`config.mk`:
```
export PLATFORM = sky130hd
export DESIGN_NAME = sparc_ram_loader
export DESIGN_NICKNAME = d
export VERILOG_FILES = /design/src/rtl/sparc_ram_loader.sv
export SDC_FILE = /design/constraint.sdc
export NUM_CORES = 1
export LEC_CHECK = 0
export CAP_MARGIN = 0
export CORE_MARGIN = 2
export CORE_UTILIZATION = 48
export CTS_CLUSTER_SIZE = 16
export DETAILED_ROUTE_END_ITERATION = 16
export PLACE_DENSITY = 0.79
export SLEW_MARGIN = 25
export SYNTH_ARGS = -nofsm -noshare
export SYNTH_HDL_FRONTEND = slang
export SYNTH_SLANG_ARGS = --single-unit
```
`constraint.sdc`:
```
create_clock -name Clk -period 2.55 [get_ports Clk]
set_input_delay 0.255 -clock Clk [delete_from_list [all_inputs] [get_ports Clk]]
set_output_delay 0.255 -clock Clk [all_outputs]
set_load 0.1 [all_outputs]
```
`src/rtl/sparc_ram_loader.sv`:
```
// rtl/sparc_ram_loader.sv - boot loader streaming bytes into SPARC_MPU RAM over MOV/MFC
module sparc_ram_loader #(
   parameter int ADDR_W      = 9,
   parameter int DATA_W      = 8,
   parameter int BASE_ADDR   = 0,
   parameter int MFC_TIMEOUT = 15
) (
   input  logic              Clk,
   input  logic              Clr,
   input  logic              Start,
   input  logic [DATA_W-1:0] InData,
   input  logic              InValid,
   input  logic              InLast,
   output logic              InReady,
   output logic [ADDR_W-1:0] MemAddr,
   output logic [DATA_W-1:0] MemData,
   output logic              MemMOV,
   output logic              MemRW,
   output logic [1:0]        MemType,
   input  logic              MemMFC,
   output logic              CpuClr,
   output logic              Done,
   output logic              Error,
   output logic [ADDR_W:0]   ByteCount
);

   localparam int                CNT_W    = $clog2(MFC_TIMEOUT + 1);
   localparam logic [ADDR_W-1:0] BASE     = ADDR_W'(BASE_ADDR);
   localparam logic [ADDR_W-1:0] ADDR_MAX = '1;
   localparam logic [CNT_W-1:0]  CNT_LAST = CNT_W'(MFC_TIMEOUT - 1);

   typedef enum logic [2:0] {
      S_IDLE,
      S_RECV,
      S_WRITE,
      S_WAIT_MFC,
      S_DONE,
      S_ERR
   } state_t;

   state_t            state_q, state_d;
   logic              in_ready_q, in_ready_d;
   logic [ADDR_W-1:0] mem_addr_q, mem_addr_d;
   logic [DATA_W-1:0] mem_data_q, mem_data_d;
   logic              mem_mov_q, mem_mov_d;
   logic              cpu_clr_q, cpu_clr_d;
   logic              done_q, done_d;
   logic              error_q, error_d;
   logic [ADDR_W:0]   byte_count_q, byte_count_d;
   logic [CNT_W-1:0]  cnt_q, cnt_d;
   logic              last_q, last_d;

   always_ff @(posedge Clk) begin
      if (Clr) begin
         state_q      <= S_IDLE;
         in_ready_q   <= 1'b0;
         mem_addr_q   <= BASE;
         mem_data_q   <= '0;
         mem_mov_q    <= 1'b0;
         cpu_clr_q    <= 1'b1;
         done_q       <= 1'b0;
         error_q      <= 1'b0;
         byte_count_q <= '0;
         cnt_q        <= '0;
         last_q       <= 1'b0;
      end else begin
         state_q      <= state_d;
         in_ready_q   <= in_ready_d;
         mem_addr_q   <= mem_addr_d;
         mem_data_q   <= mem_data_d;
         mem_mov_q    <= mem_mov_d;
         cpu_clr_q    <= cpu_clr_d;
         done_q       <= done_d;
         error_q      <= error_d;
         byte_count_q <= byte_count_d;
         cnt_q        <= cnt_d;
         last_q       <= last_d;
      end
   end

   always_comb begin
      state_d      = state_q;
      in_ready_d   = in_ready_q;
      mem_addr_d   = mem_addr_q;
      mem_data_d   = mem_data_q;
      mem_mov_d    = mem_mov_q;
      cpu_clr_d    = cpu_clr_q;
      done_d       = done_q;
      error_d      = error_q;
      byte_count_d = byte_count_q;
      cnt_d        = cnt_q;
      last_d       = last_q;

      case (state_q)
         // A session can be (re)started only from the quiescent states.
         S_IDLE, S_DONE, S_ERR: begin
            if (Start) begin
               state_d      = S_RECV;
               in_ready_d   = 1'b1;
               mem_addr_d   = BASE;
               byte_count_d = '0;
               done_d       = 1'b0;
               error_d      = 1'b0;
               cpu_clr_d    = 1'b1;
            end
         end
         S_RECV: begin
            if (InValid && in_ready_q) begin
               mem_data_d = InData;
               last_d     = InLast;
               in_ready_d = 1'b0;
               mem_mov_d  = 1'b1;
               state_d    = S_WRITE;
            end
         end
         S_WRITE: begin
            cnt_d   = '0;
            state_d = S_WAIT_MFC;
         end
         S_WAIT_MFC: begin
            if (MemMFC) begin
               mem_mov_d    = 1'b0;
               byte_count_d = byte_count_q + (ADDR_W + 1)'(1);
               if (last_q) begin
                  state_d   = S_DONE;
                  done_d    = 1'b1;
                  cpu_clr_d = 1'b0;
               end else if (mem_addr_q == ADDR_MAX) begin
                  state_d = S_ERR;
                  error_d = 1'b1;
               end else begin
                  mem_addr_d = mem_addr_q + ADDR_W'(1);
                  in_ready_d = 1'b1;
                  state_d    = S_RECV;
               end
            end else if (cnt_q == CNT_LAST) begin
               mem_mov_d = 1'b0;
               state_d   = S_ERR;
               error_d   = 1'b1;
            end else begin
               cnt_d = cnt_q + CNT_W'(1);
            end
         end
         default: state_d = S_IDLE;
      endcase
   end

   assign InReady   = in_ready_q;
   assign MemAddr   = mem_addr_q;
   assign MemData   = mem_data_q;
   assign MemMOV    = mem_mov_q;
   assign MemRW     = 1'b0;
   assign MemType   = 2'b00;
   assign CpuClr    = cpu_clr_q;
   assign Done      = done_q;
   assign Error     = error_q;
   assign ByteCount = byte_count_q;

endmodule

```
==> results.json <==
{
  "swShare_pct": 30.0,
  "tns_ns": 0,
  "synth_top_area_share_pct": 42.1,
  "start_util_pct": 50.8,
  "clkTransAtPathRegs_ns": 0.07,
  "wl_um": 4090,
  "clk_latency_ns": 0.29,
  "end_kind": "flip-flop",
  "synth.most_common_cell": "dfxtp_1",
  "grt_start_max_net_pins": 26,
  "synth_edf_count": 0,
  "startpoint_type": "flip-flop",
  "p_seq_share_pct": 49.2,
  "maxCapViolations": 0,
  "leakage_nw": 0.951,
  "cts.hold.buffers_added": 0,
  "final_max_slew_viol_count": 0,
  "cts-root-buf": "clkbuf_8",
  "num_rows": 22,
  "die_w_um": 66.9,
  "syn_to_final_growth_pct": 26.2,
  "synth_simple_gate_area_share_pct": 25.2,
  "post_synth_xor_area_fraction_pct": 2.76,
  "io-pin-count": 49,
  "fin_crit_sh_pct": 82.9,
  "synth_seq_cells": 40,
  "synth.avg_cell_area_um2": 8.80,
  "antenna_found_initial": 0,
  "status": "finished clean",
  "power_density_nw_per_um2": 559,
  "via_per_inst": 5.49,
  "first_global_vias": 1597,
  "worst_clock_skew_ns": 0.00310,
  "synth_fa_ha_area_share_pct": 3.29,
  "yosysTopAreaCell": "dfxtp_1",
  "gp_congestion": 0.813,
  "ys_types": 48,
  "setup_violations": 0,
  "cp_data_arrival_time_ns": 2.30,
  "ir_drop_v": 0.000305,
  "synth-compound-area-share_pct": 15.7,
  "synth_top_family_by_area": "simple AND/OR/NAND/NOR gates",
  "cts-buffers-inserted": 5,
  "die_h_um": 66.9,
  "dr.pass1.iters": 4,
  "ant_nets": 0,
  "final-seq-area_um2": 801,
  "rsz0062_at_grt": "false",
  "p_int_uw": 938,
  "first_iter_violations": 65,
  "synth_area_um2": 1900,
  "ys_top_cells_by_area": "dfxtp_1 (42%), mux2i_1 (5.8%), nor2_1 (5.5%)",
  "ys_async_sr_fraction_pct": 0,
  "multi_input_area_um2": 1010,
  "clkPwrFrac_pct": 32.3,
  "die_area_um2": 4480,
  "path_class": "reg2reg",
  "synth_flop_cell": "dfxtp_1",
  "critPathRequiredTime_ns": 2.73,
  "drc": 0,
  "final_net_count": 283,
  "port_buffers": 45,
  "cp_max_fo": 4,
  "cts.sinks": 40,
  "synth_common_cells": "dfxtp_1 (40), nor2_1 (28), a21oi_1 (18)",
  "postSynthCellCount": 216,
  "layout-drive-gt1-share_pct": 18.9,
  "power_frac_comb_pct": 18.5,
  "max_freq_mhz": 473,
  "fillCellCount": 340,
  "final_core_util_pct": 64.1,
  "cts_tree": "built",
  "clockBufferDepth": 2,
  "synth.mux.area_fraction_pct": 5.79,
  "n_antenna_cell": 0,
  "holdWs_ns": 0.498,
  "p_switching_uw": 403,
  "hpwlAfterDp_um": 2940,
  "vias": 1718,
  "cts_setup_buffers": 0,
  "final-hold-violation-count": 0,
  "cts-htree-levels": 2,
  "ys_warn_count": 0,
  "yosysSeqAreaShare_pct": 42.1,
  "worstHoldPathType": "reg2reg",
  "wire_per_inst_um": 13.1,
  "post-route-min-period_ns": 2.11,
  "core_area_um2": 3740,
  "track_usage_pct": 20.2,
  "grt_pass1_wl_um": 6940,
  "ctsResizeCount": 0,
  "grt_overflow": 0
}
## power by group through the flow
stage / combinational, mW / clock (mW) / sequential (mW)
global route: 0.268 / 0.462 / 0.662
floorplan: 0.130 / 0 / 0.734
global placement: 0.248 / 0 / 0.673
finish: 0.249 / 0.433 / 0.660
CTS: 0.249 / 0.437 / 0.659
detailed placement: 0.249 / 0 / 0.674
## routing by layer
layer  global-route usage (%)  part of all wire [%]
met1                     24.3                    47
met2                     34.4                    45
met3                     5.24                   6.9
met4                     7.40                   1.2
met5                        0                     0
## critical path, cell delays in order (launching register included)
cell	delay, ns
dfxtp_1	0.35
and3_1	0.21
nand3_1	0.14
nor2_1	0.07
ha_1	0.20
or3b_2	0.50
nor4_1	0.32
xnor2_1	0.16
nor2_1	0.06
## flip-flops by register name, indices dropped and copies added (netlist names), 3 cells and up
signal	cells
state_q	3
ByteCount	10
MemAddr	9
cnt_q	4
MemData	8
## area by class of cell
cell class,count,area share [%]
Timing Repair Buffer,51,17.3
Inverter,5,0.782
Sequential cell,40,33.4
Tap cell,48,2.50
Multi-Input combinational cell,161,42.3
Clock buffer,8,3.75
## per-stage QoR
step           power, mW  setup slack [ns]  instance area [um^2]  instances
2_1_floorplan      0.864            0.0802                  1910        218
3_3_place_gp       0.920             0.550                  2310        305
3_5_place_dp       0.922             0.480                  2310        305
4_1_cts             1.35             0.452                  2400        313
5_1_grt             1.39             0.326                  2400        313
6_report            1.34             0.437                  2400        313
## cells in the final DEF, fill, tap and decap left out, types with 4 or more instances in the layout
cell / instances
nor2b_1: 4
nand3_1: 11
or4_1: 7
a21oi_1: 18
inv_1: 5
nor2_1: 28
clkbuf_8: 6
buf_4: 38
ha_1: 5
o31ai_1: 6
nand2_1: 14
nor3_1: 4
dfxtp_1: 40
o21ai_0: 4
clkdlybuf4s50_1: 13
mux2i_1: 11
xnor2_1: 4
nand4_1: 4
## worst paths after layout
check	from	slack, ns	cells past startpoint	end
min	Error	0.50	2	Error
max	MemAddr[4]	0.44	8	MemAddr[6]
min reg2reg	Error	0.50	2	Error
max reg2reg	MemAddr[4]	0.44	8	MemAddr[6]
## cell families after synthesis
group	Yosys count
AO/OA/AOI/OAI	45
multiplexers	11
flip-flops	40
other	1
adder cells (fa/ha/maj)	5
XOR/XNOR	6
buffers and inverters	17
AND/OR/NAND/NOR	91
Power figures use the tool's default switching activity.
